### src/rtl/scope_capture.sv
// scope_capture: pre/post-trigger ring-buffer capture with oldest-first valid/ready readout.
// Define SCOPE_CAPTURE_CHANGE_ONLY_EN to store only changed samples, tagged with cycle deltas.
module scope_capture #(
    parameter int NSIG = 1,
    parameter int DEPTH_LOG2 = 8,
    parameter int TW = 16
) (
    input  logic                  clk,
    input  logic                  rst_n,
    input  logic [NSIG-1:0]       sigin,
    input  logic                  triggered,
    input  logic                  changed,
    input  logic                  arm,
    input  logic                  abort,
    input  logic [DEPTH_LOG2-1:0] npost,
    output logic                  armed,
    output logic                  done,
    output logic [DEPTH_LOG2-1:0] trig_pos,
    output logic [TW+NSIG-1:0]    rd_data,
    output logic                  rd_valid,
    input  logic                  rd_ready,
    output logic                  rd_last
);
    localparam int AW = DEPTH_LOG2;
    localparam int DEPTH = 1 << AW;
    typedef enum logic [2:0] {IDLE, PRE, WAIT, POST, READ} state_t;
    state_t state;
    logic [TW+NSIG-1:0] mem [DEPTH];
    logic [AW-1:0] np, npre, wptr, raddr, pcnt;
    logic [AW:0] count, rcnt;
    logic [TW-1:0] delta;
    logic capture, store, trig, rd_started, fetch;
    assign npre = ~np;
    assign capture = (state == PRE || state == WAIT || state == POST) && !abort;
    assign trig = state == WAIT && triggered && !abort;
    assign fetch = state == READ && rd_started && rcnt != '0 && (!rd_valid || rd_ready);
`ifdef SCOPE_CAPTURE_CHANGE_ONLY_EN
    logic [TW-1:0] dcnt;
    assign delta = dcnt + 1'b1;
    // a saturated gap forces a store so static inputs still advance the capture
    assign store = capture && (changed || trig || &delta);
    always_ff @(posedge clk or negedge rst_n)
        if (!rst_n) dcnt <= '0;
        else if (state == IDLE || store) dcnt <= '0;
        else dcnt <= delta;
`else
    logic unused_changed;
    assign unused_changed = changed;
    assign delta = TW'(1);
    assign store = capture;
`endif
    always_ff @(posedge clk)
        if (store) mem[wptr] <= {delta, sigin};
    always_ff @(posedge clk or negedge rst_n) begin
        if (!rst_n) begin
            state <= IDLE;
            armed <= 1'b0;
            done <= 1'b0;
            rd_valid <= 1'b0;
            rd_last <= 1'b0;
            rd_data <= '0;
            trig_pos <= '0;
            np <= '0;
            wptr <= '0;
            raddr <= '0;
            pcnt <= '0;
            count <= '0;
            rcnt <= '0;
            rd_started <= 1'b0;
        end else if (abort) begin
            state <= IDLE;
            armed <= 1'b0;
            done <= 1'b0;
            rd_valid <= 1'b0;
            rd_last <= 1'b0;
            rd_started <= 1'b0;
        end else begin
            if (store) begin
                wptr <= wptr + 1'b1;
                count <= count[AW] ? count : count + 1'b1;
            end
            case (state)
                IDLE: if (arm) begin
                    np <= npost;
                    pcnt <= npost;
                    wptr <= '0;
                    count <= '0;
                    state <= (npost == '1) ? WAIT : PRE;
                    armed <= 1'b1;
                end
                PRE: if (store && count + 1'b1 == {1'b0, npre}) state <= WAIT;
                WAIT: if (trig) begin
                    // trigger's index among the entries that survive the post window
                    trig_pos <= (count >= {1'b0, npre}) ? npre : count[AW-1:0];
                    state <= (np == '0) ? READ : POST;
                    armed <= np != '0;
                    done <= np == '0;
                end
                POST: if (store) begin
                    pcnt <= pcnt - 1'b1;
                    if (pcnt == AW'(1)) begin
                        state <= READ;
                        armed <= 1'b0;
                        done <= 1'b1;
                    end
                end
                READ: begin
                    if (!rd_started) begin
                        rd_started <= 1'b1;
                        raddr <= wptr - count[AW-1:0];
                        rcnt <= count;
                    end else if (fetch) begin
                        rd_data <= mem[raddr];
                        raddr <= raddr + 1'b1;
                        rcnt <= rcnt - 1'b1;
                        rd_valid <= 1'b1;
                        rd_last <= rcnt == (AW+1)'(1);
                    end else if (rd_valid && rd_ready) begin
                        rd_valid <= 1'b0;
                        rd_last <= 1'b0;
                        if (rd_last) begin
                            state <= IDLE;
                            done <= 1'b0;
                            rd_started <= 1'b0;
                        end
                    end
                end
                default: state <= IDLE;
            endcase
        end
    end
endmodule

### config.mk
export PLATFORM = sky130hd
export DESIGN_NAME = scope_capture
export DESIGN_NICKNAME = d
export VERILOG_FILES = /design/src/rtl/scope_capture.sv
export SDC_FILE = /design/constraint.sdc
export NUM_CORES = 1
export LEC_CHECK = 0
export CAP_MARGIN = 20
export CORE_MARGIN = 5
export CORE_UTILIZATION = 62
export CTS_BUF_LIST = sky130_fd_sc_hd__clkbuf_8 sky130_fd_sc_hd__clkbuf_16
export DETAILED_ROUTE_END_ITERATION = 10
export GPL_TIMING_DRIVEN = 0
export PLACE_DENSITY_LB_ADDON = 0.08
export SLEW_MARGIN = 40
export SYNTH_ARGS = -nofsm -noshare
export SYNTH_HDL_FRONTEND = slang
export SYNTH_MEMORY_MAX_BITS = 65536
export SYNTH_SLANG_ARGS = --single-unit
### constraint.sdc
create_clock -name clk -period 2.68 [get_ports clk]
set_input_delay 0.804 -clock clk [delete_from_list [all_inputs] [get_ports clk]]
set_output_delay 0.804 -clock clk [all_outputs]
set_load 0.02 [all_outputs]
==> flow_summary.html, run 1 <==
<table>
<tr><th>Metric</th><th>Value</th></tr>
<tr><th colspan="2">Outcome</th></tr>
<tr><td>Result of the run</td><td>completed</td></tr>
<tr><th colspan="2">Global routing</th></tr>
<tr><td>Global-route total usage across every layer</td><td>0.277</td></tr>
<tr><td>Met1 usage</td><td>0.373</td></tr>
<tr><td>Met2 usage in global routing</td><td>0.454</td></tr>
<tr><td>Via count of the first global-routing pass</td><td>between 10000 and 15000</td></tr>
<tr><td>First-pass GRT wire length</td><td>approximately 60000 um</td></tr>
<tr><td>M3 GR Usage</td><td>0.0497</td></tr>
<tr><td>Initial antenna violation count</td><td>0</td></tr>
<tr><td>Maximum number of pins on one net before global-route repair</td><td>123</td></tr>
<tr><td>Most heavily used metal layer in global routing</td><td>met2</td></tr>
<tr><td>Overall overflow remaining after global route</td><td>0</td></tr>
<tr><th colspan="2">Clock tree</th></tr>
<tr><td>Cell chosen for the clock root</td><td>clkbuf_16</td></tr>
<tr><td>Number of buffers on the longest clock path</td><td>3</td></tr>
<tr><td>Clock Latency Late Sink</td><td>roughly 0.52 ns</td></tr>
<tr><td>H-tree lvl count</td><td>2</td></tr>
<tr><td>Cts bufs inserted</td><td>35</td></tr>
<tr><td>Clock tree from TritonCTS</td><td>done</td></tr>
<tr><td>Hold-fix buffer count after cts</td><td>0</td></tr>
<tr><td>Clock input transition at the sequential cells of the worst setup and hold paths</td><td>~0.060 ns</td></tr>
<tr><td># clock sinks</td><td>about 320</td></tr>
<tr><th colspan="2">Synthesis</th></tr>
<tr><td>Gate Count Post-Synth</td><td>1276</td></tr>
<tr><td>Fraction of synthesized cell area taken by the top area cell type</td><td>0.490</td></tr>
<tr><td>Register bit count reported by yosys</td><td>around 320</td></tr>
<tr><td>Mean instance size in the synthesized netlist</td><td>roughly 12 um^2</td></tr>
<tr><td>Share of synthesized area occupied by flip-flops and latches</td><td>0.599</td></tr>
<tr><td>Predominant post-synthesis flop cell</td><td>edfxtp_1</td></tr>
<tr><td>Yosys warning total</td><td>0</td></tr>
<tr><td>Unique cell type count in the Yosys netlist</td><td>70</td></tr>
<tr><td>Cell type with the largest total area after synthesis</td><td>edfxtp_1</td></tr>
<tr><td>EDFF count, synth</td><td>about 260</td></tr>
<tr><td>Largest cells by area after synthesis</td><td>edfxtp_1, dfrtp_1, mux4_2</td></tr>
<tr><td>Post-Syn Area</td><td>between 15000 and 20000 um^2</td></tr>
<tr><td>Post-synthesis async set-or-reset flop share</td><td>0.210</td></tr>
<tr><th colspan="2">Setup path</th></tr>
<tr><td>Startpoint of the most critical setup path</td><td>abort</td></tr>
<tr><td>Data required time of the critical path</td><td>between 2 and 3 ns</td></tr>
<tr><td>Setup slack on the worst flop-to-flop path</td><td>between 0.1 and 0.15 ns</td></tr>
<tr><td>FF-to-FF Start</td><td>count[0]$_DFFE_PN0N_</td></tr>
<tr><td>Highest fanout seen on the critical path</td><td>10</td></tr>
<tr><td>Type of element launching the critical path</td><td>input port</td></tr>
<tr><td>Worst reg2reg path endpoint</td><td>state[0]$_DFFE_PN0P_</td></tr>
<tr><td>Data arrival, critical path</td><td>2.84 ns</td></tr>
<tr><td>Crit. End Element</td><td>register</td></tr>
<tr><td>Logic depth of the worst register-to-register path</td><td>10</td></tr>
<tr><td>Critical setup path kind</td><td>input port to register</td></tr>
<tr><td>Capture point of the worst path</td><td>mem[122]$_DFFE_PP_</td></tr>
<tr><th colspan="2">Power and ir drop</th></tr>
<tr><td>Worst vdd rail ir drop</td><td>about 0.00060 V</td></tr>
<tr><td>Relative contribution of combinational cells to total power</td><td>0.354</td></tr>
<tr><td>Static Leakage</td><td>approximately 6.2 nW</td></tr>
<tr><td>Switching share of power</td><td>0.332</td></tr>
<tr><td>Design Power</td><td>around 18 mW</td></tr>
<tr><td>Power Internal</td><td>approximately 12 mW</td></tr>
<tr><td>Switching component of the power</td><td>~5.8 mW</td></tr>
<tr><td>Clock power share</td><td>0.287</td></tr>
<tr><td>Cell area power density</td><td>between 900 and 1000 nW/um^2</td></tr>
<tr><td>Seq pwr share</td><td>0.359</td></tr>
<tr><th colspan="2">Timing</th></tr>
<tr><td>Final Hold Viols</td><td>0</td></tr>
<tr><td>Slew headroom</td><td>0.412</td></tr>
<tr><td>Slew Limit Fails</td><td>0</td></tr>
<tr><td>Final worst slack</td><td>roughly 0.063 ns</td></tr>
<tr><td>Post-Route Setup TNS</td><td>0 ns</td></tr>
<tr><td>Upper clock frequency limit</td><td>around 380 MHz</td></tr>
<tr><td>Fraction of the cycle the final worst path needs</td><td>0.977</td></tr>
<tr><td>Setup-failing EPs final</td><td>0</td></tr>
<tr><td>Tightest Pin Transition</td><td>slightly below 0.9 ns</td></tr>
<tr><td>Time the worst path needs with I/O delays and setup</td><td>~2.6 ns</td></tr>
<tr><td>Worst Clk Skew</td><td>roughly 0.013 ns</td></tr>
<tr><td>Unrepaired setup endpoints after global routing</td><td>yes</td></tr>
<tr><th colspan="2">Job</th></tr>
<tr><td>Total of max-cap violations</td><td>0</td></tr>
<tr><th colspan="2">Routing</th></tr>
<tr><td>Final routed wire length divided by cell count</td><td>22.7 um</td></tr>
<tr><td>First-iteration detailed-routing DRC count</td><td>1230</td></tr>
<tr><td>Vias per inst</td><td>just over 6</td></tr>
<tr><td>Number of optimization iterations in the first detailed-route pass</td><td>6</td></tr>
<tr><td>Routed vias</td><td>around 11000</td></tr>
<tr><td>Number of nets still failing antenna checks after routing</td><td>0</td></tr>
<tr><td>DRC errors left</td><td>0</td></tr>
<tr><td>Detailed-route wire length</td><td>39100 um</td></tr>
<tr><th colspan="2">Min path</th></tr>
<tr><td>Min-delay worst type</td><td>input port to asynchronous set/reset pin</td></tr>
<tr><th colspan="2">Placement</th></tr>
<tr><td>Post-DP HPWL</td><td>roughly 26000 um</td></tr>
<tr><td>Total cell area at the placement stage</td><td>~17000 um^2</td></tr>
<tr><td>Minimum setup slack after placement</td><td>-0.981 ns</td></tr>
<tr><td>GPL Wtd Cong</td><td>~0.9</td></tr>
<tr><td>Count of port buffers added during placement</td><td>28</td></tr>
<tr><th colspan="2">Floorplanning</th></tr>
<tr><td>Io pins</td><td>between 40 and 50</td></tr>
<tr><td>Die extent in y</td><td>about 170 um</td></tr>
<tr><td>Area of the core region</td><td>about 25000 um^2</td></tr>
<tr><td>Overall die width</td><td>approximately 170 um</td></tr>
<tr><td>Starting density of the core</td><td>0.626</td></tr>
<tr><td>Row count</td><td>between 50 and 60</td></tr>
<tr><td>Die area</td><td>approximately 29000 um^2</td></tr>
<tr><th colspan="2">Final layout</th></tr>
<tr><td>Footprint of the flip-flops and latches</td><td>9390 um^2</td></tr>
<tr><td>Most frequent cells in the layout</td><td>nor2_1, edfxtp_1, dfrtp_1, mux4_2, nand2_1</td></tr>
<tr><td>Number of diodes added for antenna fixing</td><td>0</td></tr>
<tr><td>Multi-input combinational cell area</td><td>~5800 um^2</td></tr>
<tr><td>Number of nets in the final layout</td><td>about 1400</td></tr>
<tr><td>Layout cells sized above 1</td><td>0.170</td></tr>
<tr><td>Fill cells</td><td>about 1800</td></tr>
<tr><td>Most frequent standard cell in the layout excluding fill and tap cells</td><td>nor2_1</td></tr>
<tr><td>Finished Cell Area</td><td>18000 um^2</td></tr>
<tr><td>Layout area overhead</td><td>15.0%</td></tr>
</table>
[power by group through the flow]
stage	Clock [mW]	Sequential, mW	Combinational (mW)
floorplan	0	6.29	3.97
detailed placement	0	6.36	5.68
finish	5.02	6.29	6.20
global route	5.29	6.35	6.67
CTS	5.05	6.24	5.95
global placement	0	6.39	5.58
[cells by family (layout without fill, tap and decap cells)]
kind of cell,after synthesis,in the layout,synth area share
fa+ha+maj,28,28,0.0228
simple gates,492,492,0.138
buf+inv,128,227,0.0400
mux,90,90,0.108
flops,324,324,0.599
compound gates,186,186,0.0778
other cells,1,15,0.000239
xor+xnor,27,27,0.0151
[through the flow]
| step | std cells | utilization | hold WS [ns] |
|---|---|---|---|
| 2_1_floorplan | 1290 | - | 0.471 |
| 3_3_place_gp | 1648 | 0.656 | 0.461 |
| 3_5_place_dp | 1652 | 0.660 | 0.469 |
| 4_1_cts | 1714 | 0.713 | 0.0785 |
| 5_1_grt | 1719 | 0.720 | 0.0793 |
| 6_report | 1719 | 0.720 | 0.0880 |
[final cells by class]
cell class              instances  share of cell area
flip-flops and latches        324               0.521
multi-input cells             838               0.322
clock buffers                  38              0.0515
plain buffers                  99              0.0367
repair buffers                 43              0.0262
well taps                     330              0.0229
clock inverters                22              0.0148
inverters                      25             0.00520
[repair_timing]
item / in CTS / in global routing
setup endpoints to repair: 189 / 181
endpoints found under the hold margin: 0 / 0
pin swaps: 0 / 1
buffers inserted: 3 / 8
resized for setup: 45 / 34
[state kept, by name, indices dropped and copies added, names as in the netlist, 2 cells and up]
register and count:
raddr 8, trig_pos 8, mem 256, state 3, rcnt 9, rd_data 2, pcnt 8, np 8
wptr 8, count 9
[worst min path at each step]
stage / end / slack [ns] / startpoint
global route: pcnt[4]$_DFFE_PN0P_ / 0.08 / rst_n
global placement: trig_pos[4]$_DFFE_PN0P_ / 0.46 / trig_pos[4]$_DFFE_PN0P_
detailed placement: trig_pos[5]$_DFFE_PN0P_ / 0.47 / trig_pos[5]$_DFFE_PN0P_
floorplan: pcnt[7]$_DFFE_PN0P_ / 0.47 / pcnt[7]$_DFFE_PN0P_
finish: pcnt[1]$_DFFE_PN0P_ / 0.09 / rst_n
CTS: pcnt[1]$_DFFE_PN0P_ / 0.08 / rst_n
[worst max-delay path: stages]
cell	delay [ns]
clkdlybuf4s50_1	0.53
nor3_2	0.30
clkbuf_2	0.29
nand3_1	0.37
clkbuf_4	0.38
nor2_1	0.16
[synthesized netlist by cell type, types with 11 or more instances]
master,count
edfxtp_1,256
xnor2_1,17
inv_1,25
mux2i_1,19
nand3_1,39
o22ai_1,13
dfrtp_1,68
ha_1,27
a21oi_1,36
o21ai_0,55
and3_1,13
nand2_1,61
nor2_1,300
nor2b_1,17
mux4_2,62
clkbuf_1,57
nor3_1,11
buf_4,22
buf_2,13
[per-layer routing]
| metal | part of all wire | vias up |
|---|---|---|
| li1 | - | 4820 |
| met1 | 0.38 | 5281 |
| met2 | 0.49 | 496 |
| met3 | 0.088 | 101 |
| met4 | 0.042 | 0 |
| met5 | 0 | - |
Power figures use the tool's default switching activity.
==> run 2: changes to the inputs <==
--- a/config.mk
+++ b/config.mk
@@ -6,7 +6,7 @@
 export NUM_CORES = 1
 export LEC_CHECK = 0
 export CAP_MARGIN = 20
-export CORE_MARGIN = 5
+export CORE_MARGIN = 3
 export CORE_UTILIZATION = 62
 export CTS_BUF_LIST = sky130_fd_sc_hd__clkbuf_8 sky130_fd_sc_hd__clkbuf_16
 export DETAILED_ROUTE_END_ITERATION = 10
==> run 2 against run 1 <==
  * Register-to-register slack got worse by 0.10 ns
  * Clock skew increased by 0.0020 ns
  * Utilization rose by 0.17 points
  * Largest power group unchanged
  * Worst setup slack got worse by 0.058 ns
  * Combinational power down 3%
  * Total power is 4.7% lower
==> flow_summary.html, run 2 (synthesis gave the netlist of run 1 again) <==
<table>
<tr><th>Metric</th><th>Value</th></tr>
<tr><th colspan="2">Outcome</th></tr>
<tr><td>Result of the run</td><td>completed</td></tr>
<tr><th colspan="2">Global routing</th></tr>
<tr><td>First-pass GRT wire length</td><td>59200 um</td></tr>
<tr><td>Via count of the first global-routing pass</td><td>10400</td></tr>
<tr><td>Overall overflow remaining after global route</td><td>0</td></tr>
<tr><td>Global-route total usage across every layer</td><td>0.291</td></tr>
<tr><td>Initial antenna violation count</td><td>0</td></tr>
<tr><td>Maximum number of pins on one net before global-route repair</td><td>121</td></tr>
<tr><th colspan="2">Placement</th></tr>
<tr><td>Post-DP HPWL</td><td>about 26000 um</td></tr>
<tr><td>Minimum setup slack after placement</td><td>-0.960 ns</td></tr>
<tr><td>Count of port buffers added during placement</td><td>28</td></tr>
<tr><td>Total cell area at the placement stage</td><td>between 15000 and 20000 um^2</td></tr>
<tr><td>GPL Wtd Cong</td><td>slightly below 0.9</td></tr>
<tr><th colspan="2">Timing</th></tr>
<tr><td>Fraction of the cycle the final worst path needs</td><td>0.998</td></tr>
<tr><td>Setup-failing EPs final</td><td>0</td></tr>
<tr><td>Slew headroom</td><td>0.450</td></tr>
<tr><td>Unrepaired setup endpoints after global routing</td><td>yes</td></tr>
<tr><td>Slew Limit Fails</td><td>0</td></tr>
<tr><td>Final Hold Viols</td><td>0</td></tr>
<tr><td>Upper clock frequency limit</td><td>between 300 and 400 MHz</td></tr>
<tr><td>Time the worst path needs with I/O delays and setup</td><td>roughly 2.7 ns</td></tr>
<tr><td>Final worst slack</td><td>about 0.005 ns</td></tr>
<tr><td>Worst Clk Skew</td><td>0.0153 ns</td></tr>
<tr><td>Tightest Pin Transition</td><td>between 0.8 and 0.9 ns</td></tr>
<tr><th colspan="2">Floorplanning</th></tr>
<tr><td>Overall die width</td><td>about 170 um</td></tr>
<tr><td>Die extent in y</td><td>approximately 170 um</td></tr>
<tr><td>Starting density of the core</td><td>0.637</td></tr>
<tr><td>Row count</td><td>57</td></tr>
<tr><td>Io pins</td><td>45</td></tr>
<tr><td>Area of the core region</td><td>24600 um^2</td></tr>
<tr><td>Die area</td><td>27200 um^2</td></tr>
<tr><th colspan="2">Final layout</th></tr>
<tr><td>Most frequent cells in the layout</td><td>nor2_1, edfxtp_1, dfrtp_1, mux4_2, nand2_1</td></tr>
<tr><td>Most frequent standard cell in the layout excluding fill and tap cells</td><td>nor2_1</td></tr>
<tr><td>Largest registers</td><td>mem x256, count x9, rcnt x9</td></tr>
<tr><td>Register bank with the most flops</td><td>mem</td></tr>
<tr><td>Flip-flop count of the largest register, all copies and words added</td><td>about 260</td></tr>
<tr><td>Layout cells sized above 1</td><td>0.163</td></tr>
<tr><td>Core utilization of the finished layout</td><td>0.722</td></tr>
<tr><td>Number of diodes added for antenna fixing</td><td>0</td></tr>
<tr><td>Finished Cell Area</td><td>around 18000 um^2</td></tr>
<tr><td>Layout area overhead</td><td>13.3%</td></tr>
<tr><td>Number of nets in the final layout</td><td>1404</td></tr>
<tr><th colspan="2">Power and ir drop</th></tr>
<tr><td>Static Leakage</td><td>just over 6 nW</td></tr>
<tr><td>Cell area power density</td><td>between 900 and 1000 nW/um^2</td></tr>
<tr><td>Worst vdd rail ir drop</td><td>0.000604 V</td></tr>
<tr><th colspan="2">Setup path</th></tr>
<tr><td>CP Cell Sequence</td><td>buf_6 &gt; buf_6 &gt; buf_6 &gt; buf_4 &gt; mux4_2 &gt; mux2i_1 &gt; o221ai_1 &gt; nor2_1 &gt; o21ai_0 &gt; o2111ai_1 &gt; o311ai_1</td></tr>
<tr><td>Most common cell type on the critical path</td><td>buf_6</td></tr>
<tr><td>Highest fanout seen on the critical path</td><td>10</td></tr>
<tr><td>Critical Path Slowest Stage Cell</td><td>dfrtp_1</td></tr>
<tr><td>Data arrival, critical path</td><td>about 3 ns</td></tr>
<tr><td>Crit. End Element</td><td>register</td></tr>
<tr><td>Delay of the slowest cell on the worst path</td><td>0.42 ns</td></tr>
<tr><td>Type of element launching the critical path</td><td>register</td></tr>
<tr><td>Data required time of the critical path</td><td>3.05 ns</td></tr>
<tr><td>Critical setup path kind</td><td>register to register</td></tr>
<tr><th colspan="2">Routing</th></tr>
<tr><td>Met1 Wirelength</td><td>roughly 16000 um</td></tr>
<tr><td>DRC errors left</td><td>0</td></tr>
<tr><td>Final routed wire length divided by cell count</td><td>22.6 um</td></tr>
<tr><td>Vias per inst</td><td>6.26</td></tr>
<tr><td>Number of optimization iterations in the first detailed-route pass</td><td>5</td></tr>
<tr><td>First-iteration detailed-routing DRC count</td><td>around 1200</td></tr>
<tr><td>Met2 routed WL</td><td>18800 um</td></tr>
<tr><td>Routed vias</td><td>between 10000 and 15000</td></tr>
<tr><td>Metal3 WL</td><td>3240 um</td></tr>
<tr><td>Top metal layer carrying routed signals</td><td>met4</td></tr>
<tr><td>Number of nets still failing antenna checks after routing</td><td>0</td></tr>
<tr><td>Detailed-route wire length</td><td>about 39000 um</td></tr>
<tr><th colspan="2">Clock tree</th></tr>
<tr><td>Hold-fix buffer count after cts</td><td>0</td></tr>
<tr><td>H-tree lvl count</td><td>2</td></tr>
<tr><td>Clock input transition at the sequential cells of the worst setup and hold paths</td><td>0.06 ns</td></tr>
<tr><td>Number of buffers on the longest clock path</td><td>3</td></tr>
<tr><td>Cts bufs inserted</td><td>35</td></tr>
<tr><td>Cell chosen for the clock root</td><td>clkbuf_16</td></tr>
<tr><td>Clock Latency Late Sink</td><td>~0.52 ns</td></tr>
<tr><td># clock sinks</td><td>roughly 320</td></tr>
<tr><td>Clock tree from TritonCTS</td><td>done</td></tr>
<tr><th colspan="2">Job</th></tr>
<tr><td>Total of max-cap violations</td><td>0</td></tr>
<tr><th colspan="2">Min path</th></tr>
<tr><td>Min-delay worst type</td><td>input port to asynchronous set/reset pin</td></tr>
</table>
==> run 2: changes by cell type in the layout (fill, tap and decap cells not counted), moves of 3 or more <==
cell | previous run | this run
bufinv_16 | 6 | 1
clkbuf_2 | 12 | 9
clkinv_1 | 2 | 6
buf_2 | 8 | 11
nand3_1 | 38 | 34
buf_4 | 29 | 26
nand3_2 | 1 | 5
clkinv_2 | 4 | 7
==> run 2: where the power goes <==
part / internal, mW / switching, mW / leakage, nW
Combinational: 2.68 / 3.32 / 2.38
Sequential: 5.81 / 0.481 / 3.17
Clock: 2.49 / 1.90 / 0.537
==> run 2: worst max-delay path, delay by kind of cell (launching register included) <==
kind	cells	cell delay (ns)
flops	1	0.42
simple gates	1	0.14
mux	2	0.56
buf+inv	4	0.83
compound gates	4	0.56
==> run 2: cell type report <==
type                    instances  area [um^2]
flip-flops and latches        324         9390
clock buffers                  36          890
clock inverters                24          134
plain buffers                  98          637
well taps                     324          405
repair buffers                 38          414
multi-input cells             838         5800
fillers                      1708         6840
inverters                      25         93.8
==> run 2: what timing repair did <==
| action | CTS | global route |
|---|---|---|
| endpoints found under the hold margin | 0 | 0 |
| setup endpoints to repair | 189 | 130 |
| cloned | 0 | 0 |
| gates resized for setup | 47 | 29 |
| buffers inserted | 0 | 7 |
| pin swaps | 1 | 1 |
==> run 2: worst paths after layout <==
check	from	end	slack, ns	depth (start not counted)
min reg2reg	trig_pos[6]$_DFFE_PN0P_	trig_pos[6]$_DFFE_PN0P_	0.48	2
max reg2reg	raddr[1]$_DFFE_PN0P_	rd_data[0]$_DFFE_PN0P_	0.005	11
max	raddr[1]$_DFFE_PN0P_	rd_data[0]$_DFFE_PN0P_	0.005	11
max in group asynchronous	rst_n	count[1]$_DFFE_PN0N_	1.98	2
min	rst_n	trig_pos[3]$_DFFE_PN0P_	0.17	1
min in group clk	trig_pos[6]$_DFFE_PN0P_	trig_pos[6]$_DFFE_PN0P_	0.48	2
==> run 2: per-stage QoR <==
| step | power (mW) | TNS (ns) | hold slack, ns | cells |
|---|---|---|---|---|
| finish | 16.7 | 0 | 0.172 | 1707 |
| global route | 17.5 | -0.0823 | 0.180 | 1707 |
| CTS | 16.5 | 0 | 0.175 | 1702 |
| detailed placement | 12.0 | -157.80 | 0.473 | 1645 |
| global placement | 11.9 | -1511.39 | 0.453 | 1642 |
| floorplan | 10.3 | 0 | 0.471 | 1290 |
==> run 2: routing by layer <==
metal / vias up / GRT usage
li1: 4815 / -
met1: 5326 / 0.413
met2: 469 / 0.470
met3: 70 / 0.0532
met4: 0 / 0.0747
met5: - / 0
==> run 3: changes to the inputs <==
--- a/config.mk
+++ b/config.mk
@@ -10,6 +10,7 @@
 export CORE_UTILIZATION = 62
 export CTS_BUF_LIST = sky130_fd_sc_hd__clkbuf_8 sky130_fd_sc_hd__clkbuf_16
 export DETAILED_ROUTE_END_ITERATION = 10
+export GPL_ROUTABILITY_DRIVEN = 0
 export GPL_TIMING_DRIVEN = 0
 export PLACE_DENSITY_LB_ADDON = 0.08
 export SLEW_MARGIN = 40
==> results of run 3 <==
The final DEF is identical to that of run 2; final timing and power are the same.
